===== src/rtl/fpv_expander.sv =====
// fpv_expander: rebuilds a 13-bit two's-complement sample from an FPV word
// {S, E[2:0], F[4:0]} as (-1)^S * F * 2^E. The value is formed by shifting
// the significand left once per clock, E times, and then applying the sign.
// Valid/ready handshakes are used on both sides, and a free-running counter
// records how many results have been handed downstream.
module fpv_expander #(
    parameter bit ZERO_FAST = 1'b1,
    parameter int CNT_W     = 8
) (
    input  logic              clk,
    input  logic              rst,
    input  logic              in_valid,
    output logic              in_ready,
    input  logic              S,
    input  logic [2:0]        E,
    input  logic [4:0]        F,
    output logic              out_valid,
    input  logic              out_ready,
    output logic [12:0]       D,
    output logic [CNT_W-1:0]  conv_cnt,
    output logic              busy
);

    localparam logic [1:0] IDLE  = 2'd0;
    localparam logic [1:0] SHIFT = 2'd1;
    localparam logic [1:0] HOLD  = 2'd2;

    localparam logic [CNT_W-1:0] CNT_ONE = {{(CNT_W-1){1'b0}}, 1'b1};

    logic [1:0]        r_state;
    logic              r_sign;
    logic [2:0]        r_cnt;
    logic [12:0]       r_acc;
    logic [12:0]       r_d;
    logic              r_outValid;
    logic [CNT_W-1:0]  r_convCnt;

    logic              w_accept;
    logic              w_zeroSkip;
    logic [12:0]       w_signed;

    // Words are taken only in IDLE, so the input handshake never depends on out_ready.
    assign in_ready   = (r_state == IDLE);
    assign busy       = (r_state != IDLE);
    assign w_accept   = in_valid && in_ready;
    assign w_zeroSkip = ZERO_FAST && (F == 5'd0);

    // Apply the sign once all shifts are done; -0 wraps back to 0 naturally.
    assign w_signed   = r_sign ? (~r_acc + 13'd1) : r_acc;

    assign out_valid  = r_outValid;
    assign D          = r_d;
    assign conv_cnt   = r_convCnt;

    // Control state: IDLE -> SHIFT (E+1 clocks) -> HOLD until the result is taken.
    always_ff @(posedge clk or posedge rst) begin
        if (rst) begin
            r_state <= IDLE;
        end else begin
            case (r_state)
                IDLE: begin
                    if (w_accept) begin
                        r_state <= w_zeroSkip ? HOLD : SHIFT;
                    end
                end
                SHIFT: begin
                    if (r_cnt == 3'd0) begin
                        r_state <= HOLD;
                    end
                end
                HOLD: begin
                    if (out_ready) begin
                        r_state <= IDLE;
                    end
                end
                default: r_state <= IDLE;
            endcase
        end
    end

    // Shift datapath: latch the word on accept, then double the accumulator once per clock.
    always_ff @(posedge clk or posedge rst) begin
        if (rst) begin
            r_sign <= 1'b0;
            r_cnt  <= 3'd0;
            r_acc  <= 13'd0;
        end else if (r_state == IDLE) begin
            if (w_accept) begin
                r_sign <= S;
                r_cnt  <= E;
                r_acc  <= {8'b0, F};
            end
        end else if ((r_state == SHIFT) && (r_cnt != 3'd0)) begin
            r_acc <= r_acc << 1;
            r_cnt <= r_cnt - 3'd1;
        end
    end

    // Output register: loaded when shifting ends (or at once for a fast zero) and held through stalls.
    always_ff @(posedge clk or posedge rst) begin
        if (rst) begin
            r_d        <= 13'd0;
            r_outValid <= 1'b0;
        end else begin
            case (r_state)
                IDLE: begin
                    if (w_accept && w_zeroSkip) begin
                        r_d        <= 13'd0;
                        r_outValid <= 1'b1;
                    end
                end
                SHIFT: begin
                    if (r_cnt == 3'd0) begin
                        r_d        <= w_signed;
                        r_outValid <= 1'b1;
                    end
                end
                HOLD: begin
                    if (out_ready) begin
                        r_outValid <= 1'b0;
                    end
                end
                default: r_outValid <= 1'b0;
            endcase
        end
    end

    // Completed-conversion counter, bumped on each output handshake and left to wrap.
    always_ff @(posedge clk or posedge rst) begin
        if (rst) begin
            r_convCnt <= '0;
        end else if ((r_state == HOLD) && out_ready) begin
            r_convCnt <= r_convCnt + CNT_ONE;
        end
    end

endmodule


===== config.mk =====
export PLATFORM = sky130hd
export DESIGN_NAME = fpv_expander
export DESIGN_NICKNAME = d
export VERILOG_FILES = /design/src/rtl/fpv_expander.sv
export SDC_FILE = /design/constraint.sdc
export NUM_CORES = 1
export LEC_CHECK = 0
export ABC_AREA = 1
export BUFFER_PORTS_ARGS = -buffer_cell sky130_fd_sc_hd__clkbuf_2
export CORE_ASPECT_RATIO = 0.75
export CORE_MARGIN = 8
export CORE_UTILIZATION = 50
export CTS_CLUSTER_SIZE = 16
export DETAILED_ROUTE_END_ITERATION = 6
export PLACE_DENSITY = 0.75
export SLEW_MARGIN = 20
export SYNTH_ARGS = -nofsm -noshare
export SYNTH_HDL_FRONTEND = slang
export SYNTH_SLANG_ARGS = --single-unit
export TNS_END_PERCENT = 100

===== constraint.sdc =====
create_clock -name clk -period 1.38 [get_ports clk]
set_input_delay 0.207 -clock clk [delete_from_list [all_inputs] [get_ports clk]]
set_output_delay 0.207 -clock clk [all_outputs]
set_load 0.01 [all_outputs]

Word-level counts from Yosys, hierarchy flattened
Index checks and enable logic that the tools add are counted.
{ "op_classes": {"n_addsub": 3, "eq_ne": 6, "muxes": 19, "n_bitwise": 1, "reduce_logical": 16} }
{ "op_table": {"columns": ["op", "n"], "rows": [
  ["2-to-1 mux 13 bit", 6],
  ["one-hot mux 13 bit (2 select lines)", 1],
  ["adder 13 x 1 -> 13 bit, second input constant", 1],
  ["NOT 13 bit", 1],
  ["2-to-1 mux 3 bit", 3],
  ["AND reduction 3 bit", 3],
  ["adder 8 x 1 -> 8 bit, second input constant", 1],
  ["2-to-1 mux 2 bit", 4],
  ["one-hot mux 2 bit (3 select lines)", 1],
  ["nonzero test 2 bit", 3],
  ["logical NOT 5 bit", 1],
  ["logical AND 1 bit", 4],
  ["inequality test 2 x 1 -> 1 bit, second input constant", 2],
  ["inequality test 2 bit, second input constant", 2],
  ["AND reduction 2 bit", 2],
  ["logical NOT 3 bit", 1],
  ["2-to-1 mux 1 bit", 3],
  ["one-hot mux 1 bit (3 select lines)", 1],
  ["nonzero test 3 bit", 1],
  ["subtractor 3 x 1 -> 3 bit, second input constant", 1],
  ["equality test 2 x 1 -> 1 bit, second input constant", 1],
  ["equality test 2 bit, second input constant", 1],
  ["logical NOT 2 bit", 1]
]} }
{ "word_totals": {"regBits": 41, "elab_cells": 52} }

Logic depth before layout (Yosys ltp)
{ "depth": {"depth_word": 5, "depth_mapped": 10, "depth_no_buf": 10} }

Worst setup path before layout
No wires, ideal clock.
{ "synth_timing": {"kind": "reg-to-reg", "from": "register r_cnt[0]", "to": "register r_state[0]", "setup_ns": 0.119, "arrival_ns": 1.308, "slack_ns": -0.047, "path_stages_with_launch": 10, "n_path_buf": 0, "path_cell_list": "dfrtp_1 > inv_1 > ha_1 > ha_1 > inv_1 > nand2_4 > o21ai_0 > nor2_1 > nand2_1 > o21a_1"} }
{ "synth_between": {"elab_chain_cells": 3} }
{ "synth_lines": {"columns": ["element", "line_no", "rtl"], "rows": [
  ["start: declaration", "32", "logic [2:0] r_cnt;"],
  ["start signal: assignment", "95", "r_cnt <= r_cnt - 3'd1;"],
  ["logical NOT 3 bit", "67", "if (r_cnt == 3'd0) begin"],
  ["inequality test 2 bit (no source line)", null, null],
  ["AND reduction 3 bit (no source line)", null, null],
  ["end signal: assignment", "63", "r_state <= w_zeroSkip ? HOLD : SHIFT;"],
  ["end: declaration", "30", "logic [1:0] r_state;"]
]} }
Every way passes these cells.
A chain may end at the register's enable or synchronous reset.

Worst setup path in the final report
{ "layout_timing": {"from": "register r_state[1]", "to": "output port busy"} }
{ "layout_between": {"elab_chain_cells": 1} }
{ "layout_lines": {"columns": ["element", "line_no", "rtl"], "rows": [
  ["nonzero test 2 bit", "44", "assign busy = (r_state != IDLE);"],
  ["end: declaration", "21", "output logic busy"]
]} }
Every way passes these cells.

==> results.md <==
* Routed vias/inst at a little over 5
* Final hold violations at 0
* Antenna violations before repair at 0
* Multi-input gate area at ~0.001 sq mm
* Pre-Repair DR Iteration Count at 5
* Worst EP required at roughly 1.2 ns
* Pin count of the biggest net entering global routing at 42
* IO Pins at 37
* Chip width at roughly 91 um
* Worst Setup Path Type: reg -> out
* Layout Cells excl Fill at approximately 350
* Slowest cell on the critical path: dfrtp_2
* Outcome: complete, but fails checks
* Global-route wire length before repair at 7590 um
* Critical Path Max Stage Delay at roughly 0.43 ns
* WL final at ~4700 um
* Post-route ant nets at 0
* Total gr overflow at 0
* Placed cell count at around 330
* H-tree depth at 2
* CTS tree: built
* Critical path buffers and inverters at 3
* Least-Margin Pin Slew at roughly 0.4 ns
* RSZ-0062 raised after global routing: true
* Crit-path max FO at 3
* CP Launch Type: flip-flop
* Initial DRC Count at 109
* # diodes at 0
* Worst skew pair latency at slightly below 0.3 ns
* Crit path DAT at roughly 1.2 ns
* TritonCTS Buffers at 5
* Failing checks: setup timing
* Final hold slack at between 0.15 and 0.2 ns
* Total Nets Final at 310
* Syn Std Cell Area at approximately 0.0021 sq mm
* Avg WL per Cell at 13.5 um
* Commonest non-fill, non-tap cell in the layout: nand2_1
* Clock root cell: clkbuf_8
* Avg Cell Area, Syn at 8.85 sq um
* Crit end category: output port
* Core ar. at between 0.004 and 0.005 sq mm
* CTS max path bufs at 2
* Seq/Total Area, Yosys at between 40% and 50%
* Die ar. at ~0.0065 sq mm
* Most frequent cells in the layout: nand2_1 (52), dfrtp_1 (39), clkbuf_2 (35), inv_1 (20), nor2_1 (16)
* Final WS setup at -0.0410 ns
* Rows at 20
* Clock skew at roughly 0.0065 ns
* Syn_nets at about 250
* Syn Inst Count at ~240
* Critical-path cell list: nor2_4, inv_2, buf_12, buf_8
* Pwr Density at approximately 2600 mW/mm^2
* Die H at between 70 and 80 um
* DR vias at between 1500 and 2000
* Initial Util at 52.0%
* Rel. slew slack at 72.7%
* Via count of the first global-routing pass at ~1600
* Total GRT Usage at between 10 and 15%
* Final setup vio count at 1
* Reg area at slightly above 0.001 sq mm
* Layout cells sized above 1 at between 30 and 40%
* GPL Wtd Cong at roughly 0.85
* Synth Warn # at 0
* CP delay by family, top: flip-flops
* Final instance area at between 0.002 and 0.003 sq mm
* Area Growth Syn to Fin at 28.1%
* # port buffers at 36
* Clk slew on worst S/H paths at 0.08 ns
* Placed inst area at approximately 0.0024 sq mm
* Fillers at 330
* DR DRC count at 0
* Peak VDD IR at approximately 0.0013 V
* Synth cell types at 28
* Max cap viols at 0
* Fin. max-slew vios at 0
* Crit path time final at approximately 1.4 ns
* Static Leak at 1.34 nW
* Fmax at approximately 0.70 GHz
* Tcrit/Tclk final at 103%
* Seq cells post-synth at just over 40
* HPWL after DPL at about 3400 um
* Clk sinks at 41
* Min-delay worst type: in -> reg
-- worst reg2reg max path: stages, from the launching register on --
cell	delay [ns]
dfrtp_1	0.39
inv_2	0.08
ha_4	0.13
ha_4	0.14
inv_2	0.04
nand2_4	0.09
o21ai_2	0.06
nor2_1	0.14
nand2_1	0.09
nand2_1	0.06
nand2_1	0.04
-- synthesized netlist by cell type, drive strengths merged --
| cell type | count | share of area [%] |
|---|---|---|
| inv | 27 | 5.0 |
| a21oi | 5 | 1.2 |
| nor3 | 2 | 0.48 |
| nor2 | 22 | 5.8 |
| dfrtp | 41 | 49 |
| nand2 | 63 | 13 |
| buf | 5 | 2.3 |
| nand4 | 3 | 0.90 |
| xor2 | 6 | 2.5 |
| o21ai | 24 | 6.1 |
| o21a | 1 | 0.36 |
| xnor2 | 4 | 1.7 |
| o211ai | 6 | 2.1 |
| nand3 | 15 | 4.2 |
| o22ai | 8 | 2.4 |
| nor3b | 1 | 0.36 |
| ha | 4 | 2.4 |
-- path summary, 6_finish.rpt --
path / cells past startpoint / to / slack [ns] / start
hold / removal: 3 / r_sign$_DFFE_PP0P_ / 0.16 / S
setup reg to reg: 10 / out_valid$_DFFE_PP0P_ / 0.01 / r_cnt[0]$_DFFE_PP0P_
max in group asynchronous: 4 / r_state[0]$_DFFE_PP0P_ / 0.67 / rst
setup / recovery: 4 / busy / -0.04 / r_state[1]$_DFFE_PP0P_
hold reg to reg: 2 / D[10]$_DFFE_PP0P_ / 0.49 / D[10]$_DFFE_PP0P_
min in group asynchronous: 4 / conv_cnt[6]$_DFFE_PP0P_ / 0.50 / rst
-- area by class of cell --
| class | count | area share (%) |
|---|---|---|
| Sequential cell | 41 | 38.3 |
| Timing Repair Buffer | 53 | 14.2 |
| Tap cell | 55 | 2.56 |
| Clock buffer | 7 | 3.21 |
| Multi-Input combinational cell | 165 | 37.7 |
| Inverter | 27 | 4.05 |
-- power by group --
part	internal [mW]	switching (mW)	total, mW
clock	0.397	0.389	0.786
combinational	1.76	2.24	4.00
sequential	1.72	0.411	2.13
total	3.87	3.04	6.91
-- state kept, by name, indices dropped and copies added, names as in the netlist --
signal,flops
D,13
conv_cnt,8
out_valid,1
r_acc,13
r_cnt,3
r_sign,1
r_state,2
-- logic make-up after synthesis --
group	synth area share, %
compound gates	12.2
xor+xnor	4.18
fa+ha+maj	2.39
buf+inv	7.22
flops	48.9
simple gates	25.1
-- per-layer routing --
layer  GRT usage, %  vias up  share of wire (%)
met5              0        -                  0
met4           5.42        0                1.5
met3           5.05        9                7.2
met2           20.6       60                 41
met1           19.1      831                 50
li1               -      885                  -
-- timing repair --
action                                  4_1_cts  5_1_grt
pin swaps                                     6        8
hold buffers                                  1        0
buffers inserted                              4        2
endpoints found under the setup margin       14       27
gates resized for setup                       7       26
cloned                                        0        1
endpoints found under the hold margin        41        0
-- per-stage QoR --
step                      setup TNS [ns]  setup WS, ns  util, %  power, mW
after global placement                 0        0.0273     60.2       5.44
after CTS                        -0.0713       -0.0265     63.9       6.51
after detailed placement          -0.130       -0.0279     60.2       5.53
after floorplan                        0        0.0231        -       4.44
after global routing              -0.332       -0.0714     66.7       7.49
final                            -0.0410       -0.0410     66.7       6.91
No activity file was read; power rests on OpenSTA's default activity.
